`src/rtl/temp_conv_seq.sv`:
```
// temp_conv_seq: multi-cycle signed fixed-point C<->F converter with a restoring divider
// Ports: clk, rst_n (async active-low); in_valid/in_ready/in_mode/in_temp operand handshake
// (in_mode 0 = C->F, 1 = F->C); out_valid/out_ready/out_temp/out_mode sticky result handshake;
// busy is high outside IDLE.
// Define TEMP_CONV_ROUND_EN to round to nearest (ties away from zero) instead of truncating.
module temp_conv_seq #(
  parameter int W    = 16,
  parameter int FRAC = 4
) (
  input  logic                clk,
  input  logic                rst_n,
  input  logic                in_valid,
  output logic                in_ready,
  input  logic                in_mode,
  input  logic signed [W-1:0] in_temp,
  output logic                out_valid,
  input  logic                out_ready,
  output logic signed [W+1:0] out_temp,
  output logic                out_mode,
  output logic                busy
);
  localparam int N  = W + 4;
  localparam int CW = $clog2(N);
  localparam logic signed [N:0] K = (N+1)'(32 << FRAC);
  typedef enum logic [2:0] {IDLE, PREP, DIV, FIX, DONE} state_t;
  state_t                r_state, w_next;
  logic                  r_mode, r_neg, r_out_valid, r_out_mode;
  logic signed [W-1:0]   r_temp;
  logic        [N-1:0]   r_q;
  logic        [3:0]     r_rem, r_div;
  logic        [CW-1:0]  r_cnt;
  logic signed [W+1:0]   r_out_temp;
  logic signed [N:0]     w_ext, w_sub, w_num;
  logic        [N-1:0]   w_mag;
  logic        [4:0]     w_sh;
  logic                  w_ge;
  logic        [3:0]     w_diff;
  logic        [N:0]     w_qmag;
  logic signed [W+1:0]   w_res;
  assign w_ext  = {{(N+1-W){r_temp[W-1]}}, r_temp};
  assign w_sub  = w_ext - K;
  // x*5 and x*9 as shift-add so the N+1-bit width is kept throughout
  assign w_num  = r_mode ? (w_sub <<< 2) + w_sub : (w_ext <<< 3) + w_ext;
  assign w_mag  = w_num[N] ? N'(-w_num) : w_num[N-1:0];
  assign w_sh   = {r_rem, r_q[N-1]};
  assign w_ge   = w_sh >= {1'b0, r_div};
  // remainder after subtract is below the divisor, so 4 bits of the difference suffice
  assign w_diff = w_sh[3:0] - r_div;
`ifdef TEMP_CONV_ROUND_EN
  assign w_qmag = {1'b0, r_q} + (N+1)'({r_rem, 1'b0} >= {1'b0, r_div});
`else
  assign w_qmag = {1'b0, r_q};
`endif
  assign w_res  = (W+2)'((r_neg ? -$signed(w_qmag) : $signed(w_qmag)) + (r_mode ? '0 : K));
  assign in_ready  = r_state == IDLE;
  assign busy      = r_state != IDLE;
  assign out_valid = r_out_valid;
  assign out_temp  = r_out_temp;
  assign out_mode  = r_out_mode;
  always_ff @(posedge clk or negedge rst_n)
    if (!rst_n) r_state <= IDLE;
    else        r_state <= w_next;
  always_comb begin
    w_next = r_state;
    w_next = r_state == IDLE ? (in_valid ? PREP : IDLE) :
             r_state == PREP ? DIV :
             r_state == DIV  ? (r_cnt == CW'(N-1) ? FIX : DIV) :
             r_state == FIX  ? DONE :
             (r_out_valid && out_ready ? IDLE : DONE);
  end
  always_ff @(posedge clk or negedge rst_n)
    if (!rst_n) begin
      r_mode      <= 1'b0;
      r_temp      <= '0;
      r_neg       <= 1'b0;
      r_q         <= '0;
      r_rem       <= '0;
      r_div       <= '0;
      r_cnt       <= '0;
      r_out_temp  <= '0;
      r_out_mode  <= 1'b0;
      r_out_valid <= 1'b0;
    end else if (r_state == IDLE) begin
      if (in_valid) begin
        r_mode <= in_mode;
        r_temp <= in_temp;
      end
    end else if (r_state == PREP) begin
      r_neg <= w_num[N];
      r_q   <= w_mag;
      r_rem <= '0;
      r_div <= r_mode ? 4'd9 : 4'd5;
      r_cnt <= '0;
    end else if (r_state == DIV) begin
      r_q   <= {r_q[N-2:0], w_ge};
      r_rem <= w_ge ? w_diff : w_sh[3:0];
      r_cnt <= r_cnt + CW'(1);
    end else if (r_state == FIX) begin
      r_out_temp  <= w_res;
      r_out_mode  <= r_mode;
      r_out_valid <= 1'b1;
    end else if (out_ready) begin
      r_out_valid <= 1'b0;
    end
endmodule

```
`config.mk`:
```
export PLATFORM = sky130hd
export DESIGN_NAME = temp_conv_seq
export DESIGN_NICKNAME = d
export VERILOG_FILES = /design/src/rtl/temp_conv_seq.sv
export SDC_FILE = /design/constraint.sdc
export NUM_CORES = 1
export LEC_CHECK = 0
export ABC_AREA = 1
export CORE_MARGIN = 1
export CORE_UTILIZATION = 30
export CTS_CLUSTER_DIAMETER = 150
export DETAILED_ROUTE_END_ITERATION = 16
export PLACE_DENSITY = 0.52
export SYNTH_ARGS = -nofsm -noshare
export SYNTH_HDL_FRONTEND = slang
export SYNTH_SLANG_ARGS = --single-unit
```
`constraint.sdc`:
```
create_clock -name clk -period 2.5 [get_ports clk]
set_input_delay 0.5 -clock clk [delete_from_list [all_inputs] [get_ports clk]]
set_output_delay 0.5 -clock clk [all_outputs]
set_load 0.05 [all_outputs]
```
After elaboration in Yosys (flattened, before gate mapping):

Cells that the tools add are included.

* register bits after elaboration: 74
* input bits: 21
* output and inout bits: 22
* word-level logic and storage cells: 58

* add/subtract/negate cells: 8
* magnitude comparators: 1
* eq/ne operators: 4
* mux-type cells: 21
* bitwise logic cells: 3
* reductions and logical operators: 10

Operators by type and width (number)
* 20-bit 2-to-1 mux: 3
* 21-bit 2-to-1 mux: 1
* 19-bit by 16-bit adder with 20-bit output: 1
* 19-bit by 17-bit adder with 20-bit output: 1
* 20-bit negation: 1
* 18-bit by 10-bit adder with 18-bit output: 1
* 18-bit 2-to-1 mux: 1
* 18-bit negation: 1
* 16-bit by 11-bit subtractor with 17-bit output (second input constant): 1
* 4-bit 2-to-1 mux: 4
* 3-bit 2-to-1 mux: 5
* 10-bit 2-to-1 mux: 1
* 5-bit 2-to-1 mux: 2
* 4-bit AND reduction: 2
* 3-bit by 2-bit == test with 1-bit output (second input constant): 2
* 2-bit AND reduction: 3
* 5-bit by 1-bit adder with 5-bit output (second input constant): 1
* 5-bit == test (second input constant): 1
* 5-bit by 4-bit >= comparator with 1-bit output: 1
* 1-bit 2-to-1 mux: 4
* 2-bit nonzero test: 2
* 4-bit subtractor: 1
* 3-bit by 1-bit == test with 1-bit output (second input constant): 1
* 3-bit logical NOT: 1
* 3 further kinds: 5

Longest topological paths before layout:

Gate-level depths: netlist (run 1).

* depth after elaboration: 6
* depth in mapped cells: 21
* gate-level depth less buffers: 21

Least setup slack after synthesis (run 1):

Ideal clock, no wire load.

* kind: flip-flop to flip-flop
* start point: register r_temp[9]
* end point: register r_q[18]
* setup time: 117 ps
* data arrival time: 2433 ps
* data required time: 2383 ps
* setup slack: -50 ps
* cell stages (with the launch flop): 21
* path buffers: 0
* period minus slack after synthesis: 2550 ps
* cells stage by stage: dfrtp_1 -> inv_1 -> ha_1 -> nand2_1 -> nor3_1 -> xor2_1 -> ha_1 -> nand2_1 -> nor2_1 -> and2_1 -> nand2_1 -> nand2_1 -> nand2_1 -> nand3_1 -> nand2_1 -> nor2_1 -> nand2_1 -> nand2_1 -> nand3_1 -> nand3_1 -> nand2_1

* cells in the longest elaborated chain, start to end: 6
* elaborated cells between the ends (all ways): 7
* those cells by class: add/sub (4); mux (3)

Ends and longest elaborated chain
* start, declared: RTL line 28 `logic signed [W-1:0] r_temp;`
* start signal, assigned: RTL line 86 `r_temp <= in_temp;`
* 16-bit by 11-bit subtractor with 17-bit output: RTL line 41 `assign w_sub = w_ext - K;`
* 19-bit by 17-bit adder with 20-bit output: RTL line 43 `assign w_num = r_mode ? (w_sub <<< 2) + w_sub : (w_ext <<< 3) + w_ext;`
* 21-bit 2-to-1 mux *: RTL line 43
* 20-bit negation: RTL line 44 `assign w_mag = w_num[N] ? N'(-w_num) : w_num[N-1:0];`
* 20-bit 2-to-1 mux *: RTL line 44
* 20-bit 2-to-1 mux *: RTL line 88 `end else if (r_state == PREP) begin`
* end signal, assigned: RTL line 90 `r_q <= w_mag;`
* end signal, assigned: RTL line 95 `r_q <= {r_q[N-2:0], w_ge};`
* end, declared: RTL line 29 `logic [N-1:0] r_q;`

Every way passes the cells marked *; elsewhere a longest branch is shown, timed or not.
A chain may end at the register's enable or synchronous reset.

Final worst setup path (run 1):

* start point: register r_temp[9]
* end point: register r_q[17]

The elaborated chain is that of the path after synthesis.

==> run metrics, run 1 <==
status=finished, violations left; failing checks=setup timing; syn avg cell area=6.62 µm²; Reg clk slew, reported paths=70 ps; CP Launch Type=flip-flop; htree depth=3; IO buf count=42; Core Region=0.0211 mm²; IO Count=43; fillcell total=roughly 2.2k; Hold Path Class=in -> async; RSZ-0062 raised after global routing=yes; Max clock buf depth=2; placed cell area=0.00797 mm²; Tmin final=2660 ps; Mapped Area=about 0.0065 mm²; Fin Setup TNS=-715 ps; vias after detailed routing=between 6k and 7k; fraction of layout cells with a size suffix above 1=25.7%; routed len/inst=13.1 µm; root buf cell=clkbuf_16; Reg area=0.00183 mm²; worst slew pin tran=769 ps; sequential share of the synthesized area=28.1%; crit path max fanout=4; register bit count reported by yosys=73; Yosys warnings=0; Worst Clk Skew=7.16 ps; placed cell count=about 1.4k; vias per inst=4.69; Max Cap Violations=0; fraction of the cycle the final worst path needs=107%; Sink Count=73; Synth Net Count=1045; # DRC=0; TritonCTS Buffers=9; Initial Util=30.8%; Die ar.=0.0222 mm²; Worst-Skew Late Latency=350 ps; Pins Over Slew Limit=0; global placement routability congestion=0.880; Slew headroom=48.7%; Post-DRT Antenna Nets=0; post-DP HPWL=14.4 mm; FMAX=375 MHz; CTS tree=built; grt total ovfl=0; initial antenna violation count=0; 1st-iter DRT viols=about 320; DRT Pass-1 Iters=5; vias in the first global route=roughly 6.3k; area grow syn2layout=38.3%; Die Y=149 µm; fin nets=1198; worst endpoint required time=2740 ps; fin cells=approximately 1.4k; crit path DAT=2910 ps; PnR worst setup slack=-165 ps; Setup crit end kind=flip-flop; Mapped Cells=980; critical path class=reg -> reg; Final Hold Vio Count=0; Placement Rows=53; chip width=149 µm; # setup viols final=7; largest net degree at the start of global routing=35; Antenna Cells=0; Non-Filler Cell Area, Final=0.00897 mm²; total track usage=17.4%; final WL=~18 mm; Unique masters post-synth=49; area of the multi-input gates=between 0.004 and 0.005 mm²; global-route wire length before repair=30.4 mm
==> cell type report <==
type / count / area share, %
Multi-Input combinational cell: 741 / 50.7
Sequential cell: 73 / 20.4
Timing Repair Buffer: 160 / 15.2
Inverter: 148 / 6.22
Tap cell: 275 / 3.83
Clock buffer: 10 / 2.55
Clock inverter: 6 / 1.00
==> synth_stat cells, drive strengths merged <==
| library cell | n | area, µm² |
|---|---|---|
| nand2 | 322 | 1250 |
| inv | 147 | 554 |
| nand3 | 118 | 621 |
| nor2 | 86 | 340 |
| dfrtp | 73 | 1830 |
| ha | 42 | 526 |
| a21oi | 37 | 189 |
| o21ai | 35 | 190 |
| xor2 | 21 | 229 |
| nand4 | 16 | 106 |
| clkbuf | 12 | 65.1 |
| o221ai | 8 | 70.1 |
| o22ai | 8 | 50.1 |
| mux2 | 7 | 78.8 |
| nor3 | 7 | 72.6 |
| buf | 6 | 37.5 |
| and2 | 5 | 31.3 |
| nand3b | 5 | 37.5 |
| o211ai | 5 | 37.5 |
| o21bai | 4 | 30.0 |
| xnor2 | 4 | 35.0 |
| a31oi | 2 | 12.5 |
| fa | 2 | 40.0 |
| o31ai | 2 | 15.0 |
| a22o | 1 | 8.76 |
| a22oi | 1 | 7.51 |
| a32o | 1 | 10.0 |
| and3 | 1 | 6.26 |
| clkinv | 1 | 3.75 |
| or2 | 1 | 6.26 |
==> metrics by stage <==
stage | utilization (%) | setup WS, ps | hold WS [ps]
final | 42.6 | -165 | 113
after global routing | 42.6 | -369 | 139
after CTS | 40.8 | -197 | 127
after detailed placement | 37.8 | -578 | 458
after global placement | 37.8 | -609 | 455
after floorplan | - | 34.1 | 204
==> worst paths after layout <==
path | start | endpoint | slack [ps] | cells past startpoint
min in group clk | out_temp[10] | out_temp[10] | 470 | 2
max in group asynchronous | rst_n | r_rem[1] | 1800 | 2
max reg2reg | r_temp[9] | r_q[17] | -160 | 20
min reg2reg | out_temp[10] | out_temp[10] | 470 | 2
min | rst_n | out_temp[2] | 110 | 1
max | r_temp[9] | r_q[17] | -160 | 20
==> repair_timing <==
action                     4_1_cts  5_1_grt
hold buffers                     0        0
setup buffers                    9        7
pin swaps                       38       40
setup endpoints to repair        9       16
gates resized for setup         68       73
==> metal layers <==
| layer | GRT usage [%] | wire length (µm) | vias up |
|---|---|---|---|
| li1 | - | - | 3464 |
| met1 | 22.0 | 8580 | 3031 |
| met2 | 29.3 | 8790 | 106 |
| met3 | 3.27 | 561 | 30 |
| met4 | 6.73 | 547 | 0 |
| met5 | 0 | 0 | - |
==> flip-flops by register name, summed over array words and instances (netlist names) <==
name       cells
out_mode       1
out_temp      18
out_valid      1
r_cnt          5
r_div          3
r_mode         1
r_neg          1
r_q           20
r_rem          4
r_state        3
r_temp        16
==> critical path: stages (launching register included) <==
cell and delay, ps:
dfrtp_1 380, inv_2 90, ha_4 170, nand2_4 70, nor3_4 110, xor2_1 220, ha_2 350, a21oi_1 140
nand2_1 80, a21oi_2 150, nand2_1 70, nand2_1 100, nand3_2 90, nand2_2 90, nor2_2 50, nand2_1 70
nand2_1 70, nand2_1 80, nand2_1 50, nand3_1 60, nand2_1 60
==> layout by cell type (no fill, tap or decap), types with 5 or more instances in the layout <==
cell type	n
xor2_2	5
nand2_2	33
inv_2	8
nand3b_1	5
inv_1	138
buf_4	109
xor2_1	13
ha_4	9
o221ai_1	7
a21oi_1	27
nor2_2	17
nand2_4	10
a21oi_2	10
mux2_2	7
clkdlybuf4s50_1	41
nand3_2	19
o22ai_1	8
nor3_4	5
o21ai_0	27
ha_2	5
clkbuf_16	9
nand3_1	98
nand2_1	279
nand4_1	15
buf_6	7
o211ai_1	5
ha_1	28
dfrtp_1	69
nor2_1	59
nor2_4	10
==> cell families (layout without fill, tap and decap cells) <==
family                   count (synthesis)  count (layout)  share of synthesized area (%)
AO/OA/AOI/OAI                          104             104                           9.56
XOR/XNOR                                25              25                           4.07
adder cells (fa/ha/maj)                 44              44                           8.71
buffers and inverters                  166             324                           10.2
flip-flops                              73              73                           28.1
multiplexers                             7               7                           1.21
AND/OR/NAND/NOR                        561             561                           38.1
Power of run 1 is left out: the tool's default activity adds up to more than one toggle a clock period on the data nets, which glitch-free logic cannot reach.
==> run 2, diff against run 1 <==
--- a/config.mk
+++ b/config.mk
@@ -11,6 +11,7 @@
 export CTS_CLUSTER_DIAMETER = 150
 export DETAILED_ROUTE_END_ITERATION = 16
 export PLACE_DENSITY = 0.52
+export SLEW_MARGIN = 10
 export SYNTH_ARGS = -nofsm -noshare
 export SYNTH_HDL_FRONTEND = slang
 export SYNTH_SLANG_ARGS = --single-unit
==> results of run 2 <==
Same layout as run 1: the final DEF is identical, and so are final timing and power.
Power of run 2 is left out for the same reason.
==> run 3, diff against run 2 <==
--- a/config.mk
+++ b/config.mk
@@ -10,7 +10,7 @@
 export CORE_UTILIZATION = 30
 export CTS_CLUSTER_DIAMETER = 150
 export DETAILED_ROUTE_END_ITERATION = 16
-export PLACE_DENSITY = 0.52
+export PLACE_DENSITY = 0.5
 export SLEW_MARGIN = 10
 export SYNTH_ARGS = -nofsm -noshare
 export SYNTH_HDL_FRONTEND = slang
==> constraint.sdc (replaced) <==
create_clock -name clk -period 2.93 [get_ports clk]
set_input_delay 0.586 -clock clk [delete_from_list [all_inputs] [get_ports clk]]
set_output_delay 0.586 -clock clk [all_outputs]
set_load 0.05 [all_outputs]
==> run metrics, run 3 (synthesis gave the netlist of run 1 again) <==
status=finished clean (was finished, violations left); Setup crit end kind=flip-flop (unchanged); number of flip-flops in the largest register=20 (unchanged); Reg clk slew, reported paths=70 ps (about the same); Die Y=149 µm (unchanged); vias per inst=4.71 (was 4.69); FMAX=360 MHz (was 375 MHz); # DRC=0 (unchanged); root buf cell=clkbuf_16 (unchanged); Sink Count=73 (unchanged); global placement routability congestion=0.860 (was 0.880); TritonCTS Buffers=9 (unchanged); Crit path top cell by count=nand2_1 (unchanged); CTS tree=built (unchanged); Util after Layout=37.9% (was 42.6%); critical path cell sequence=inv_2 -> ha_4 -> nand2_2 -> nor3_2 -> xor2_1 -> ha_4 -> nand2_1 -> nor2_2 -> and2_1 -> nand2_1 -> nand2_1 -> nand2_2 -> nand3_2 -> nand2_2 -> nor2_2 -> nand2_1 -> nand2_1 -> nand2_1 -> nand2_1 -> nand3_1 -> nand2_1 (was inv_2 -> ha_4 -> nand2_4 -> nor3_4 -> xor2_1 -> ha_2 -> a21oi_1 -> nand2_1 -> a21oi_2 -> nand2_1 -> nand2_1 -> nand3_2 -> nand2_2 -> nor2_2 -> nand2_1 -> nand2_1 -> nand2_1 -> nand2_1 -> nand3_1 -> nand2_1); final WL=17.8 mm (was 18.5 mm); vias after detailed routing=6273 (was 6631); initial antenna violation count=0 (unchanged); area grow syn2layout=23.2% (was 38.3%); crit path max fanout=7 (was 4); Core Region=0.0211 mm² (unchanged); Worst-Skew Late Latency=350 ps (about the same); vias in the first global route=5908 (was 6253); Crit path largest cell delay=410 ps (was 380 ps); RSZ-0062 raised after global routing=yes (unchanged); placed cell area=0.00738 mm² (was 0.00797 mm²); Placement Rows=53 (unchanged); Non-Filler Cell Area, Final=0.00800 mm² (was 0.00897 mm²); Max clock buf depth=2 (unchanged); Slowest-stage cell, CP=dfrtp_1 (unchanged); Initial Util=30.8% (unchanged); Slew headroom=42.6% (was 48.7%); DRT Pass-1 Iters=5 (unchanged); fin nets=1117 (was 1198); worst endpoint required time=3160 ps (was 2740 ps); global-route wire length before repair=30.0 mm (was 30.4 mm); Tmin final=2770 ps (was 2660 ps); Hold Path Class=in -> async (unchanged); Max Cap Violations=0 (unchanged); Final Hold Vio Count=0 (unchanged); Worst Clk Skew=9.57 ps (was 7.16 ps); Post-DRT Antenna Nets=0 (unchanged); Crit path max-delay family=simple AND/OR/NAND/NOR gates (unchanged); commonest non-fill, non-tap cell in the layout=nand2_1 (unchanged); # setup viols final=0 (was 7); crit path DAT=3000 ps (was 2910 ps); 1st-iter DRT viols=329 (was 323); crit path buf inv count=1 (unchanged); grt total ovfl=0 (unchanged); Die ar.=0.0222 mm² (unchanged); Antenna Cells=0 (unchanged); Biggest register=r_q (unchanged); critical path class=reg -> reg (unchanged); IO buf count=42 (unchanged); chip width=149 µm (unchanged); Pins Over Slew Limit=0 (unchanged); CP Launch Type=flip-flop (unchanged); commonest non-fill, non-tap cells in the layout=nand2_1, inv_1, nand3_1, nor2_1, dfrtp_1 (was nand2_1, inv_1, buf_4, nand3_1, dfrtp_1); total track usage=17.1% (was 17.4%); routed len/inst=13.4 µm (was 13.1 µm); htree depth=3 (unchanged); worst slew pin tran=861 ps (was 769 ps); fraction of layout cells with a size suffix above 1=14.9% (was 25.7%); IO Count=43 (unchanged); largest net degree at the start of global routing=34 (was 35); CTS Hold Bufs=0 (unchanged); fraction of the cycle the final worst path needs=94.7% (was 107%); post-DP HPWL=14.0 mm (was 14.4 mm); Worst R2R Setup Slack=160 ps (was -160 ps)
## run 3: cell types whose count changed in the layout (fill, tap and decap cells not counted), moves of 5 or more
cell | before | now
nand2_1 | 279 | 295
nand2_2 | 33 | 25
nand3_2 | 19 | 9
nor2_1 | 59 | 70
nand2_4 | 10 | 2
nand3_1 | 98 | 109
buf_6 | 7 | 0
nor2_4 | 10 | 2
ha_2 | 5 | 0
buf_4 | 109 | 38
ha_1 | 28 | 35
## run 3: final timing paths
path	startpoint	endpoint	cells after the start
worst max-delay path	r_temp[10]	r_q[17]	21
worst min-delay path	rst_n	r_temp[6]	1
worst max register to register	r_temp[10]	r_q[17]	21
worst min register to register	out_temp[9]	out_temp[9]	2
max in group asynchronous	rst_n	r_temp[11]	2
min in group clk	out_temp[9]	out_temp[9]	2
## run 3: cell type report
class	count	area (µm²)
Timing Repair Buffer	79	696
Clock buffer	10	229
Clock inverter	6	90.1
Inverter	148	558
Fill cell	2297	13100
Tap cell	275	344
Sequential cell	73	1830
Multi-Input combinational cell	741	4250
## run 3: timing repair
| item | CTS | global route |
|---|---|---|
| resized for setup | 0 | 58 |
| endpoints found under the setup margin | 0 | 8 |
| setup buffers | 0 | 6 |
## run 3: routing by layer
layer	wire length (µm)	global-route usage, %	vias up	part of all wire [%]
met2	8260	28.1	110	46
li1	-	-	3307	-
met3	601	2.91	20	3.4
met4	293	4.80	0	1.6
met5	0	0	-	0
met1	8630	22.9	2836	49
## run 3: through the flow
stage | std cells | hold WS (ps) | setup TNS (ps) | worst slack (ps)
floorplan | 980 | 290 | 0 | 380
finish | 1332 | 171 | 0 | 156
global placement | 1310 | 457 | 0 | 41.3
global route | 1332 | 204 | -279 | -84.8
CTS | 1326 | 187 | 0 | 12.5
detailed placement | 1310 | 460 | 0 | 43.6
Power of run 3 is left out for the same reason.
